$ cat config.mk
export PLATFORM = sky130hd
export DESIGN_NAME = booth_mul_arbiter
export DESIGN_NICKNAME = d
export VERILOG_FILES = /design/src/rtl/booth_mul_arbiter.sv
export SDC_FILE = /design/constraint.sdc
export NUM_CORES = 1
export LEC_CHECK = 0
export CORE_ASPECT_RATIO = 0.7
export CORE_MARGIN = 2
export CORE_UTILIZATION = 25
export CTS_CLUSTER_DIAMETER = 120
export DETAILED_ROUTE_END_ITERATION = 10
export SYNTH_ARGS = -nofsm -noshare
export SYNTH_HDL_FRONTEND = slang
export SYNTH_SLANG_ARGS = --single-unit
export TNS_END_PERCENT = 20
$ cat constraint.sdc
create_clock -name clk -period 3.58 [get_ports clk]
set_input_delay 0.537 -clock clk [delete_from_list [all_inputs] [get_ports clk]]
set_output_delay 0.537 -clock clk [all_outputs]
set_load 0.02 [all_outputs]
$ cat src/rtl/booth_mul_arbiter.sv
// rtl/booth_mul_arbiter.sv - round-robin arbiter sharing one sequential multiplier between requesters
//
// Ports:
//   clk, rst_n        clock, asynchronous active-low reset (shared with the multiplier)
//   req               per-requester request level, held until ack
//   req_m, req_q      packed operands, requester i at [i*W +: W]
//   ack               one-hot pulse: request accepted, operands latched
//   done              one-hot pulse: result valid for the owning requester
//   result            2*W product, held until the next completion
//   tmo               pulses with done when the multiplier never became ready
//   busy              high whenever the controller is not idle
//   mul_start         start pulse to the multiplier
//   mul_m, mul_q      latched operands to the multiplier
//   mul_ready, mul_p  multiplier ready flag and product
module booth_mul_arbiter #(
    parameter int N_REQ   = 4,
    parameter int W       = 8,
    parameter int TIMEOUT = 64
) (
    input  logic                 clk,
    input  logic                 rst_n,
    input  logic [N_REQ-1:0]     req,
    input  logic [N_REQ*W-1:0]   req_m,
    input  logic [N_REQ*W-1:0]   req_q,
    output logic [N_REQ-1:0]     ack,
    output logic [N_REQ-1:0]     done,
    output logic [2*W-1:0]       result,
    output logic                 tmo,
    output logic                 busy,
    output logic                 mul_start,
    output logic [W-1:0]         mul_m,
    output logic [W-1:0]         mul_q,
    input  logic                 mul_ready,
    input  logic [2*W-1:0]       mul_p
);

    localparam int IW = (N_REQ > 1) ? $clog2(N_REQ) : 1;
    localparam int CW = (TIMEOUT > 1) ? $clog2(TIMEOUT) : 1;

    typedef enum logic [1:0] {
        IDLE     = 2'd0,
        START    = 2'd1,
        WAIT_RDY = 2'd2,
        WAIT_CLR = 2'd3
    } state_t;

    state_t         state, state_n;
    logic [IW-1:0]  rr, rr_n;
    logic [IW-1:0]  owner, owner_n;
    logic [CW-1:0]  cnt, cnt_n;
    logic [N_REQ-1:0] ack_n, done_n;
    logic [2*W-1:0] result_n;
    logic           tmo_n, busy_n, start_n;
    logic [W-1:0]   m_n, q_n;

    logic           found;
    logic [IW-1:0]  win;
    logic [IW:0]    sum;
    logic [IW-1:0]  idx;
    logic [W-1:0]   m_sel, q_sel;

    // Scan requesters starting at the round-robin pointer, wrapping around;
    // the first asserted request wins.
    always_comb begin
        found = 1'b0;
        win   = '0;
        sum   = '0;
        idx   = '0;
        for (int k = 0; k < N_REQ; k++) begin
            sum = {1'b0, rr} + (IW+1)'(k);
            if (sum >= (IW+1)'(N_REQ))
                sum = sum - (IW+1)'(N_REQ);
            idx = sum[IW-1:0];
            if (!found && req[idx]) begin
                found = 1'b1;
                win   = idx;
            end
        end
    end

    always_comb begin
        m_sel = '0;
        q_sel = '0;
        for (int i = 0; i < N_REQ; i++) begin
            if (win == IW'(i)) begin
                m_sel = req_m[i*W +: W];
                q_sel = req_q[i*W +: W];
            end
        end
    end

    // Every output is computed here as a next value and registered below,
    // so nothing on an input reaches an output combinationally.
    always_comb begin
        state_n  = state;
        rr_n     = rr;
        owner_n  = owner;
        cnt_n    = cnt;
        ack_n    = '0;
        done_n   = '0;
        tmo_n    = 1'b0;
        start_n  = 1'b0;
        result_n = result;
        m_n      = mul_m;
        q_n      = mul_q;
        case (state)
            IDLE: begin
                if (found) begin
                    m_n        = m_sel;
                    q_n        = q_sel;
                    owner_n    = win;
                    ack_n[win] = 1'b1;
                    start_n    = 1'b1;
                    state_n    = START;
                end
            end
            START: begin
                cnt_n   = '0;
                state_n = WAIT_RDY;
            end
            WAIT_RDY: begin
                if (mul_ready) begin
                    result_n      = mul_p;
                    done_n[owner] = 1'b1;
                    state_n       = WAIT_CLR;
                end else if (cnt == CW'(TIMEOUT - 1)) begin
                    result_n      = '0;
                    done_n[owner] = 1'b1;
                    tmo_n         = 1'b1;
                    state_n       = WAIT_CLR;
                end else begin
                    cnt_n = cnt + CW'(1);
                end
            end
            WAIT_CLR: begin
                // Ready must fall before the next start so a stale ready
                // can never complete the following operation.
                if (!mul_ready) begin
                    state_n = IDLE;
                    rr_n    = (owner == IW'(N_REQ - 1)) ? '0 : owner + IW'(1);
                end
            end
            default: state_n = IDLE;
        endcase
        busy_n = (state_n != IDLE);
    end

    always_ff @(posedge clk or negedge rst_n) begin
        if (!rst_n) begin
            state     <= IDLE;
            rr        <= '0;
            owner     <= '0;
            cnt       <= '0;
            ack       <= '0;
            done      <= '0;
            result    <= '0;
            tmo       <= 1'b0;
            busy      <= 1'b0;
            mul_start <= 1'b0;
            mul_m     <= '0;
            mul_q     <= '0;
        end else begin
            state     <= state_n;
            rr        <= rr_n;
            owner     <= owner_n;
            cnt       <= cnt_n;
            ack       <= ack_n;
            done      <= done_n;
            result    <= result_n;
            tmo       <= tmo_n;
            busy      <= busy_n;
            mul_start <= start_n;
            mul_m     <= m_n;
            mul_q     <= q_n;
        end
    end

endmodule

Word-level counts from Yosys, hierarchy flattened --
Cells that the tools add are included.
Storage, ports and cells: word-level logic and storage cells 114, flip-flop bits (word level) 55, input port bits 87, output and inout port bits 43
Cells by class: bitwise operators 1, $add $sub $neg 9, muxes and demuxes 53, reductions and logical operators 17, equality and inequality tests 10, order comparisons 12
Operator list (number):
- two-way mux 8 bit | 8
- two-way mux 16 bit | 2
- two-way mux 2 bit | 13
- two-way mux 4 bit | 5
- less-than comparator 2 x 3 -> 1 bit, second input constant | 6
- two-way mux 1 bit | 15
- two-way mux 6 bit | 2
- case mux 6 bit (2 select lines) | 1
- equality test 2 bit, second input constant | 5
- >= comparator 3 bit, second input constant | 3
- binary-select mux 1 bit (select 2 bit) | 4
- case mux 2 bit (4 select lines) | 1
- subtractor 2 x 1 -> 2 bit, second input constant | 4
- adder 2 x 2 -> 3 bit, second input constant | 2
- adder 6 x 1 -> 6 bit, second input constant | 1
- equality test 6 bit, second input constant | 1
- AND reduction 2 bit | 3
- nonzero test 2 bit | 3
- logical AND 1 bit | 5
- demux 1 bit (select 2 bit) | 2
- equality test 2 x 1 -> 1 bit, second input constant | 2
- >= comparator 2 x 1 -> 1 bit, second input constant | 2
- logical NOT 2 bit | 2
- inequality test 2 bit, second input constant | 2
- 6 further kinds | 8

Longest topological paths before layout --
depth in word-level cells 20, depth in mapped cells 8, depth with buffers taken out 6

Worst setup path after synthesis --
Ideal clock, no wire load.
path type register to register, start point reg cnt[0], end point reg result[0], cell stages (with the launch flop) 8, arrival time 1.563 ns, setup slack 1.951 ns, required time 3.514 ns, period minus slack after synthesis 1.629 ns, setup time 0.066 ns, path buffers 1, cells stage by stage dfrtp_1 ha_1 and3_1 nand3_1 inv_2 o21ai_1 clkbuf_1 a22o_1
On the way: longest elaborated chain between the ends 3
Ends and longest elaborated chain:
- from (decl) | RTL line 50 | logic [CW-1:0] cnt, cnt_n;
- from (signal assigned) | RTL line 166 | cnt <= cnt_n;
- equality test 6 bit | RTL line 126 | end else if (cnt == CW'(TIMEOUT - 1)) begin
- nonzero test 2 bit (no line)
- AND reduction 2 bit (no line)
- to (signal assigned) | RTL line 169 | result <= result_n;
- to (decl) | RTL line 27 | output logic [2*W-1:0] result,
No other way between the ends. A chain may end at the register's enable or synchronous reset.

Worst setup path after layout --
start point in req[1], end point reg mul_m[5]
On the way: longest elaborated chain between the ends 17, elaborated cells on any way between the ends 31, those cells by class eq/ne (3); mux (20); reduce/logical (8)
Ends and longest elaborated chain:
- from (decl) | RTL line 22 | input logic [N_REQ-1:0] req,
- binary-select mux 1 bit (select 2 bit) | RTL line 74 | if (!found && req[idx]) begin
- two-way mux 1 bit (not written as such) | RTL line 74
- two-way mux 1 bit | RTL line 74
- logical NOT 1 bit | RTL line 74
- logical AND 1 bit | RTL line 74
- two-way mux 1 bit | RTL line 74
- logical NOT 1 bit | RTL line 74
- logical AND 1 bit | RTL line 74
- two-way mux 1 bit | RTL line 74
- logical NOT 1 bit | RTL line 74
- logical AND 1 bit | RTL line 74
- two-way mux 2 bit | RTL line 74
- logical NOT 2 bit | RTL line 85 | if (win == IW'(i)) begin
- two-way mux 8 bit (4 in series) | RTL line 85
- to (signal assigned) | RTL line 173 | mul_m <= m_n;
- to (decl) | RTL line 31 | output logic [W-1:0] mul_m,
Parallel ways exist; a longest one is shown, timed or not. The select of a mux whose other input is x is not followed.

==> flow_summary.json <==
{
  "detailedRoute.firstPassIterationCount": 4,
  "worstSkewPairLatency_ns": 0.29,
  "cts_root_buffer": "sky130_fd_sc_hd__clkbuf_16",
  "grt_antenna_before_repair": 0,
  "async_reset_ff_frac": 1.00,
  "setup_viols_final": 0,
  "synth.ff_latch_count": 55,
  "clkSinkCount": 55,
  "slowest_delay_ns": 0.54,
  "cts_buffers": 5,
  "drc_errors": 0,
  "clk_path_buf_depth": 2,
  "overflow": 0,
  "crit_arrival_ns": 2.56,
  "gr-usage-met3": 0.0595,
  "synth_to_layout_area_growth_pct": 55.0,
  "htreeDepth": 2,
  "cts_tree": "built",
  "max_cap_violations": 0,
  "dieArea_um2": 12200,
  "mostFrequentLayoutCell": "sky130_fd_sc_hd__clkdlybuf4s50_1",
  "gr_layer_usage_met2": 0.218,
  "setup.worst_path.start_class": "primary input",
  "ir_drop_v": 0.000269,
  "dp_hpwl_mm": 6.45,
  "place.port_buffers": 129,
  "synthesis.area_per_instance_um2": 10.5,
  "route.final.wire_length_mm": 8.61,
  "grt.busiest_layer": "met2",
  "antenna_cells": 0,
  "hold_path_class": "primary input to async pin",
  "ctsResizeCount": 0,
  "placed_cells": 538,
  "static_leakage_power_nw": 1.79,
  "viasPerCell": 4.74,
  "skew_ns": 0.00579,
  "final-instance-count-excl-fill": 545,
  "place_ws_ns": 0.914,
  "cts_hold_buf": 0,
  "fin_crit_sh": 0.666,
  "report.final.slew_viol_count": 0,
  "wire_per_inst_um": 15.8,
  "max_slew_margin": 0.401,
  "dr_total_vias": 2584,
  "hold_viol_final": 0,
  "total_power_mw": 3.19,
  "critical_path.cell_chain": "clkdlybuf4s50_1, nand2b_1, o211ai_2, nand2_1, o22ai_1, o21ai_1",
  "grt_start_max_net_pins": 32,
  "placement_row_count": 32,
  "run_status": "finished clean",
  "grt_use_total": 0.144,
  "cell_area_placed_um2": 4240,
  "summed_area_of_non_filler_cells_in_the_final_layout_um2": 4380,
  "vias_in_the_first_global_route": 2629,
  "grt_use_met1": 0.192,
  "syn-cell-area_um2": 2830,
  "rsz_0062_raised_after_global_routing": "no",
  "worst_setup_path_end_kind": "flip-flop",
  "worst_r2r_path_depth": 5,
  "synth.yosys.warnings": 0,
  "syn-instance-count": 268,
  "detail-route-antenna-nets": 0,
  "worst_path_max_delay_cell": "sky130_fd_sc_hd__o211ai_2",
  "yosysSeqAreaShare": 0.487,
  "place_congestion": 0.851,
  "synth_nets": 360,
  "achievable-frequency_mhz": 419,
  "detail_route.iter0.violations": 104,
  "final_layout_size_suffix_gt1_frac": 0.0918,
  "worst_setup_slack_after_layout_ns": 1.19,
  "max_slew.worst_pin.slew_ns": 0.898,
  "worst-path-max-fanout": 15,
  "yosys.cell_types.count": 51,
  "timing.critical_path.required_ns": 3.75,
  "initial_core_util": 0.257,
  "die_x_um": 131,
  "coreArea_um2": 11000,
  "primary_ff_master_synth": "sky130_fd_sc_hd__dfrtp_1",
  "post_cts_buffers": 0,
  "die_y_um": 93.0,
  "global_route_wire_length_before_repair_mm": 13.6,
  "finalSetupTns_ns": 0,
  "power.density_nw_per_um2": 729,
  "synth_edf_count": 0,
  "num_io_pins": 130,
  "worst_setup_hold_path_clk_slew_ns": 0.07,
  "critPathKind": "primary input to flip-flop",
  "layout_min_cycle_time_ns": 2.39,
  "layout.cells.most_common_list": "sky130_fd_sc_hd__clkdlybuf4s50_1 (128), sky130_fd_sc_hd__dfrtp_1 (55), sky130_fd_sc_hd__nand2_1 (26)",
  "finalNetCount": 484
}
-- logic make-up (layout without fill, tap and decap cells) --
logic type / Yosys count / count (layout) / share of synthesized area
AND/OR/NAND/NOR: 69 / 69 / 0.118
multiplexers: 3 / 3 / 0.0111
buffers and inverters: 28 / 152 / 0.0540
AO/OA/AOI/OAI: 106 / 106 / 0.301
XOR/XNOR: 2 / 2 / 0.00620
adder cells (fa/ha/maj): 5 / 5 / 0.0221
flip-flops: 55 / 55 / 0.487
-- metrics by stage --
stage               hold WS, ns  utilization
floorplan                 0.241            -
global placement          0.470        0.385
detailed placement        0.477        0.385
CTS                       0.259        0.398
global route              0.277        0.398
finish                    0.234        0.398
-- cell usage after synthesis (2+ instances only) --
cell type | instances | area [um^2]
sky130_fd_sc_hd__dfrtp_1 | 55 | 1380
sky130_fd_sc_hd__nand2_1 | 26 | 97.6
sky130_fd_sc_hd__a22o_1 | 18 | 158
sky130_fd_sc_hd__nor2_1 | 17 | 63.8
sky130_fd_sc_hd__o21ai_1 | 14 | 70.1
sky130_fd_sc_hd__a2bb2oi_1 | 10 | 87.6
sky130_fd_sc_hd__o221ai_1 | 9 | 78.8
sky130_fd_sc_hd__inv_1 | 8 | 30.0
sky130_fd_sc_hd__a211oi_2 | 7 | 87.6
sky130_fd_sc_hd__a21boi_0 | 7 | 52.6
sky130_fd_sc_hd__a21oi_1 | 7 | 35.0
sky130_fd_sc_hd__clkbuf_1 | 6 | 22.5
sky130_fd_sc_hd__buf_2 | 5 | 25.0
sky130_fd_sc_hd__buf_6 | 5 | 56.3
sky130_fd_sc_hd__ha_1 | 5 | 62.6
sky130_fd_sc_hd__nand2b_1 | 5 | 31.3
sky130_fd_sc_hd__o21ai_0 | 5 | 25.0
sky130_fd_sc_hd__o31ai_1 | 5 | 37.5
sky130_fd_sc_hd__nand3_1 | 4 | 20.0
sky130_fd_sc_hd__inv_2 | 3 | 11.3
sky130_fd_sc_hd__nor2b_1 | 3 | 18.8
sky130_fd_sc_hd__o211ai_1 | 3 | 22.5
sky130_fd_sc_hd__a211oi_1 | 2 | 15.0
sky130_fd_sc_hd__a21boi_1 | 2 | 15.0
sky130_fd_sc_hd__and3_1 | 2 | 12.5
sky130_fd_sc_hd__mux2i_1 | 2 | 20.0
sky130_fd_sc_hd__nor3_1 | 2 | 10.0
sky130_fd_sc_hd__o211a_1 | 2 | 20.0
sky130_fd_sc_hd__o21ai_2 | 2 | 17.5
sky130_fd_sc_hd__o22ai_1 | 2 | 12.5
sky130_fd_sc_hd__o311ai_1 | 2 | 17.5
sky130_fd_sc_hd__o31ai_2 | 2 | 25.0
sky130_fd_sc_hd__or3b_1 | 2 | 17.5
sky130_fd_sc_hd__xor2_1 | 2 | 17.5
-- final timing paths --
check | to | slack, ns | from
hold reg to reg | mul_m[3]$_DFFE_PN0P_ | 0.49 | mul_m[3]$_DFFE_PN0P_
setup / recovery | mul_m[5]$_DFFE_PN0P_ | 1.19 | req[1]
max in group asynchronous | mul_q[5]$_DFFE_PN0P_ | 2.52 | rst_n
hold / removal | result[2]$_DFFE_PN0P_ | 0.23 | rst_n
setup reg to reg | mul_q[0]$_DFFE_PN0P_ | 1.46 | rr[1]$_DFFE_PN0P_
min in group clk | mul_m[3]$_DFFE_PN0P_ | 0.49 | mul_m[3]$_DFFE_PN0P_
-- per-layer routing --
layer	up-vias	share of wire
met1	1223	0.46
li1	1237	-
met2	117	0.43
met4	0	0.0087
met3	7	0.11
met5	-	0
-- layout make-up --
cell class / instances / area (um^2)
fill: 1082 / 6630
timing repair buffer: 134 / 1320
sequential: 55 / 1380
tap: 153 / 191
inverter: 11 / 41.3
multi-input combinational: 185 / 1300
clock buffer: 6 / 139
clock inverter: 1 / 5.00
-- registers in the layout (all words and copies together), names as in the netlist --
| register | flops |
|---|---|
| rr | 2 |
| mul_q | 8 |
| mul_m | 8 |
| owner | 2 |
| done | 4 |
| tmo | 1 |
| ack | 4 |
| state | 2 |
| busy | 1 |
| mul_start | 1 |
| cnt | 6 |
| result | 16 |
-- worst max-delay path: cells and delay by family --
kind / cells / cell delay [ns]
compound gates: 3 / 0.89
buf+inv: 1 / 0.52
simple gates: 2 / 0.60
-- where the power goes --
part	switching [mW]	internal (mW)	leakage [nW]
logic	0.866	0.785	1.02
clock network	0.213	0.274	0.0727
registers	0.189	0.869	0.694
Note: power is estimated with default switching activity, not from simulation.
